**src/rtl/rr_mux_pkg.sv**
```systemverilog
// Shared constants, state encoding and grant encoding for the round-robin mux scheduler.
package rr_mux_pkg;

  localparam int NUM_REQ = 4;
  localparam int SEL_W   = 2;

  typedef enum logic {
    IDLE = 1'b0,
    HOLD = 1'b1
  } state_t;

  function automatic logic [NUM_REQ-1:0] onehot(input logic [SEL_W-1:0] idx);
    onehot = {{(NUM_REQ-1){1'b0}}, 1'b1} << idx;
  endfunction

endpackage

```
**src/rtl/mux4_sel.sv**
```systemverilog
// Four-way word selector; purely combinational.
module mux4_sel
  import rr_mux_pkg::*;
#(
  parameter int W = 8
) (
  input  logic [SEL_W-1:0]          sel,
  input  logic [NUM_REQ-1:0][W-1:0] words,
  output logic [W-1:0]              word
);

  // select one word by index
  always_comb begin
    word = {W{1'b0}};
    case (sel)
      2'd0:    word = words[0];
      2'd1:    word = words[1];
      2'd2:    word = words[2];
      2'd3:    word = words[3];
      default: word = {W{1'b0}};
    endcase
  end

endmodule

```
**src/rtl/rr_mux_scheduler.sv**
```systemverilog
// Round-robin scheduler capturing one requester word into a single-entry
// valid/ready output holding register.
module rr_mux_scheduler
  import rr_mux_pkg::*;
#(
  parameter int DATA_W = 8
) (
  input  logic                               clk,
  input  logic                               rst_n,
  input  logic [NUM_REQ-1:0]                 req_i,
  input  logic [NUM_REQ-1:0]                 mask_i,
  input  logic [NUM_REQ-1:0][DATA_W-1:0]     data_i,
  output logic [NUM_REQ-1:0]                 ack_o,
  output logic                               out_valid_o,
  output logic [DATA_W-1:0]                  out_data_o,
  output logic [SEL_W-1:0]                   out_src_o,
  input  logic                               out_ready_i
);

  state_t             state_r, state_nx_s;
  logic [SEL_W-1:0]   last_r, win_s, src_r;
  logic [DATA_W-1:0]  data_r, mux_word_s;
  logic [NUM_REQ-1:0] elig_s;
  logic               xfer_s, capture_s;

  assign elig_s    = req_i & mask_i;
  assign xfer_s    = (state_r == HOLD) && out_ready_i;
  // rst_n gates capture so no acknowledge escapes while reset is held
  assign capture_s = rst_n && ((state_r == IDLE) || xfer_s) && (|elig_s);

  // round-robin search: lowest offset from last wins, offset NUM_REQ is last itself
  always_comb begin
    logic [SEL_W-1:0] cand;
    cand  = {SEL_W{1'b0}};
    win_s = last_r;
    for (int i = NUM_REQ; i >= 1; i--) begin
      cand  = last_r + SEL_W'(i);
      win_s = elig_s[cand] ? cand : win_s;
    end
  end

  mux4_sel #(.W(DATA_W)) u_mux (
    .sel   (win_s),
    .words (data_i),
    .word  (mux_word_s)
  );

  // next-state decode
  always_comb begin
    state_nx_s = state_r;
    case (state_r)
      IDLE: begin
        if (capture_s) state_nx_s = HOLD;
        else           state_nx_s = IDLE;
      end
      HOLD: begin
        if (capture_s)   state_nx_s = HOLD;
        else if (xfer_s) state_nx_s = IDLE;
        else             state_nx_s = HOLD;
      end
      default: state_nx_s = IDLE;
    endcase
  end

  // state and holding register; last resets to 3 so requester 0 leads after reset
  always_ff @(posedge clk or negedge rst_n) begin
    if (!rst_n) begin
      state_r <= IDLE;
      last_r  <= 2'd3;
      src_r   <= {SEL_W{1'b0}};
      data_r  <= {DATA_W{1'b0}};
    end else begin
      state_r <= state_nx_s;
      if (capture_s) begin
        last_r <= win_s;
        src_r  <= win_s;
        data_r <= mux_word_s;
      end
    end
  end

  assign ack_o       = capture_s ? onehot(win_s) : {NUM_REQ{1'b0}};
  assign out_valid_o = (state_r == HOLD);
  assign out_data_o  = data_r;
  assign out_src_o   = src_r;

endmodule
```
**config.mk**
```make
export PLATFORM = sky130hd
export DESIGN_NAME = rr_mux_scheduler
export DESIGN_NICKNAME = d
export VERILOG_FILES = /design/src/rtl/rr_mux_pkg.sv /design/src/rtl/mux4_sel.sv /design/src/rtl/rr_mux_scheduler.sv
export SDC_FILE = /design/constraint.sdc
export NUM_CORES = 1
export LEC_CHECK = 0
export CAP_MARGIN = 20
export CORE_ASPECT_RATIO = 1.25
export CORE_MARGIN = 3
export CORE_UTILIZATION = 41
export CTS_BUF_LIST = sky130_fd_sc_hd__clkbuf_2
export CTS_CLUSTER_SIZE = 30
export DETAILED_ROUTE_END_ITERATION = 8
export GPL_ROUTABILITY_DRIVEN = 1
export GPL_TIMING_DRIVEN = 0
export PLACE_DENSITY = 0.87
export SYNTH_ARGS = -nofsm -noshare
export SYNTH_HDL_FRONTEND = slang
export SYNTH_SLANG_ARGS = --single-unit
```
**constraint.sdc**
```tcl
create_clock -name clk -period 3.8 [get_ports clk]
set_clock_uncertainty 0.2 [all_clocks]
set_input_delay 0.38 -clock clk [delete_from_list [all_inputs] [get_ports clk]]
set_output_delay 0.38 -clock clk [all_outputs]
set_load 0.005 [all_outputs]
```
==> impl_summary.log <==
INFO  metric run_status = complete, no violations
INFO  metric die_area = 0.002998 mm2
INFO  metric drive_gt1_share = 15.43%
INFO  metric detail-route-antenna-nets = 0
INFO  metric fill_cells = 173
INFO  metric type_of_the_tightest_min_delay_check = in2async
INFO  metric cts_made_buffers = 3
INFO  metric static-leakage-power = 0.5988 nW
INFO  metric drc_errors = 0
INFO  metric start_util = 43.56%
INFO  metric num_vias = 1024
INFO  metric tritoncts = done
INFO  metric place_hpwl = 2324 um
INFO  metric number_of_non_filler_instances_in_the_completed_layout = 193
INFO  metric yosys.area_share.adder = 0%
INFO  metric drt_iter0_drc = 33
INFO  metric postSynthCellCount = 101
INFO  metric final.setup.worst_slack = 0.3339 ns
INFO  metric post-layout-total-power = 0.7146 mW
INFO  metric ir_worst_vdd = 0.3241 mV
INFO  metric route.final.wire_length = 2942 um
INFO  metric grt_start_max_net_pins = 15
INFO  metric boundaryPins = 58
INFO  metric grt_pass1_wl = 4878 um
INFO  metric finalSetupViolCount = 0
INFO  metric detail_route.vias_per_cell = 5.306
INFO  metric place_congestion = 0.7650
INFO  metric fmaxAchievable = 288.5 MHz
INFO  metric power_frac_seq = 30.6%
INFO  metric cts.path.max_buffers = 2
INFO  metric synth_area_per_cell = 9.638 um2
INFO  metric num_rows = 19
INFO  metric postLayoutCoreUtil = 71.72%
INFO  metric insertion_delay = 0.27 ns
INFO  metric net-switching-power = 0.2621 mW
INFO  metric detail_route.first_pass.iterations = 4
INFO  metric fin_worst_hold_slack = 0.2607 ns
INFO  metric vias_in_the_first_global_route = 1063
INFO  metric clk_pin_slew_worst_paths = 0.15 ns
INFO  metric yosys_warnings = 0
INFO  metric share_of_power_burned_in_the_clock_network = 11.1%
INFO  metric final_hold_viol_count = 0
INFO  metric synth_net_count = 144
INFO  metric worstPathArrival = 2.89 ns
INFO  metric yosys.area_share.simple = 16.84%
INFO  metric number_of_hold_buffers_added_after_cts = 0
INFO  metric synth_ff_type = sky130_fd_sc_hd__dfrtp_1
INFO  metric synthesis.area = 973.4 um2
INFO  metric synth_cell_types = 39
INFO  metric async_reset_ff_share = 100.0%
INFO  metric path_max_fanout = 14
INFO  metric slew_viol_final = 0
INFO  metric drv_cap = 0
INFO  metric port-buffer-count = 57
INFO  metric post_cts_buffers = 0
INFO  metric routed_wire_length_per_instance = 15.24 um
INFO  metric core-area = 0.002235 mm2
INFO  metric tightest_slew = 0.6211 ns
INFO  metric layout_worst_path_cycle_share = 91.21%
INFO  metric finalCriticalPeriod = 3.466 ns
INFO  metric switching_fraction = 36.67%
INFO  metric instance_count_after_placement_with_tap_cells_included = 189
INFO  metric timing.critical_path.from_type = input port
INFO  metric global_route.usage.total = 20.78%
INFO  metric finalSetupTns = 0 ns
INFO  metric tritoncts_num_sinks = 13
INFO  metric placed_cell_area = 0.001583 mm2
INFO  metric multiplexer_share_of_the_synthesized_area = 0%
INFO  metric ctsHtreeMaxLevel = 1
INFO  metric power.internal = 0.4526 mW
INFO  metric slew_headroom = 58.47%
INFO  metric antennaDiodeCount = 0
INFO  metric syn2layout_area_growth = 64.65%
INFO  metric postLayoutCellArea = 0.001603 mm2
INFO  metric floorplan.die.height = 60.48 um
INFO  metric type_of_the_worst_setup_path = in2out
INFO  metric fraction_of_the_mapped_netlist_area_in_compound_gates = 44.73%
INFO  metric final_net_count = 206
INFO  metric grt_setup_unrepaired = false
INFO  metric cts.repair.resized = 0
INFO  metric post-place-ws = 0.2565 ns
INFO  metric cp-end-kind = output port
INFO  metric postSynthRegisterBits = 13
INFO  metric power_density = 445.9 mW/mm2
INFO  metric floorplan.die.width = 49.58 um
INFO  metric synth_edf_count = 0
INFO  metric antenna_found_initial = 0
INFO  metric critical_path_required = 3.22 ns
INFO  metric cts.root.buffer_cell = sky130_fd_sc_hd__clkbuf_2
INFO  metric synth_top_family_by_area = compound AO/OA/AOI/OAI gates
INFO  metric power.combinational.fraction = 58.3%
INFO  metric synth_xor_area_share = 0%
INFO  metric synth-seq-area-share = 33.68%
INFO  metric grt_overflow = 0
==> final timing paths <==
path	cells after the start	slack, ns	end	start
max	7	0.33	ack_o[1]	rst_n
min	1	0.26	out_data_o[2]	rst_n
max reg2reg	6	1.75	out_data_o[3]	last_r[1]
min reg2reg	2	0.30	out_data_o[7]	out_data_o[7]
max in group asynchronous	1	2.73	out_src_o[1]	rst_n
min in group clk	2	0.30	out_data_o[7]	out_data_o[7]
==> flip-flops by register name, summed over array words and instances, names as in the netlist <==
signal	flops
last_r	2
out_valid_o	1
out_data_o	8
out_src_o	2
==> worst max-delay path: stages <==
cell,delay (ns)
sky130_fd_sc_hd__clkdlybuf4s50_1,0.87
sky130_fd_sc_hd__o21ai_0,0.26
sky130_fd_sc_hd__nor2b_1,0.43
sky130_fd_sc_hd__buf_4,0.26
sky130_fd_sc_hd__nand2_1,0.10
sky130_fd_sc_hd__nor2_1,0.09
sky130_fd_sc_hd__clkdlybuf4s50_1,0.50
==> Yosys cell counts (2+ instances only) <==
cell type	instances	area share [%]
sky130_fd_sc_hd__dfrtp_1	11	28
sky130_fd_sc_hd__nand2_1	11	4.2
sky130_fd_sc_hd__a21boi_0	8	6.2
sky130_fd_sc_hd__o221ai_1	8	7.2
sky130_fd_sc_hd__a211oi_2	7	9.0
sky130_fd_sc_hd__o21ai_1	7	3.6
sky130_fd_sc_hd__nor2_1	4	1.5
sky130_fd_sc_hd__nand2b_1	3	1.9
sky130_fd_sc_hd__nor2b_1	3	1.9
sky130_fd_sc_hd__a21oi_1	2	1.0
sky130_fd_sc_hd__a22o_1	2	1.8
sky130_fd_sc_hd__a22oi_1	2	1.5
sky130_fd_sc_hd__and2_1	2	1.3
sky130_fd_sc_hd__buf_4	2	1.5
sky130_fd_sc_hd__buf_6	2	2.3
sky130_fd_sc_hd__dfstp_2	2	5.4
sky130_fd_sc_hd__o21a_1	2	1.5
sky130_fd_sc_hd__o21ai_0	2	1.0
==> kinds of logic after synthesis <==
kind of cell / after synthesis
AOI/OAI and AO/OA: 51
DFF: 13
and+or+nand+nor: 31
buffers and inverters: 6
==> layout by cell type, fill, tap and decap left out, drive strengths merged <==
master	Yosys	layout
and3b	1	1
a21boi	8	8
clkdlybuf4s50	0	57
o22a	1	1
nor2	4	4
o21a	2	2
a31o	1	1
nand2b	3	3
a21oi	2	2
a211oi	8	8
o31ai	1	1
nor3	1	1
nand2	12	12
o221ai	8	8
a31oi	1	1
dfstp	2	2
nand3	1	1
nand3b	1	1
dfrtp	11	11
a22o	2	2
nor2b	3	3
a21o	1	1
a32oi	2	2
o221a	1	1
a22oi	2	2
or3b	1	1
o32a	1	1
and2	3	3
a21bo	1	1
o21ai	9	9
nor3b	1	1
clkbuf	1	5
buf	5	5
==> routing by layer <==
layer | wire length (um) | track usage, % | vias to the layer above
met2 | 1575 | 37.43 | 24
met5 | 0 | 0 | -
met4 | 0 | 5.929 | 0
met1 | 1279 | 26.48 | 483
met3 | 87 | 2.211 | 0
li1 | - | - | 517
==> area by class of cell <==
| type | count | area [um2] | share of cell area, % |
|---|---|---|---|
| tap | 31 | 38.79 | 2.420 |
| buffer | 6 | 46.29 | 2.888 |
| multi-input combinational | 82 | 599.3 | 37.39 |
| timing repair buffer | 57 | 570.5 | 35.60 |
| clock buffer | 4 | 20.02 | 1.249 |
| sequential | 13 | 327.8 | 20.45 |
==> power groups by stage <==
| stage | Clock, mW | Combinational [mW] | Sequential [mW] |
|---|---|---|---|
| floorplan | 0 | 0.226 | 0.223 |
| global placement | 0 | 0.410 | 0.218 |
| detailed placement | 0 | 0.419 | 0.222 |
| CTS | 0.0788 | 0.421 | 0.219 |
| global route | 0.0860 | 0.454 | 0.224 |
| finish | 0.0790 | 0.417 | 0.219 |
No activity file was read; power rests on OpenSTA's default activity.
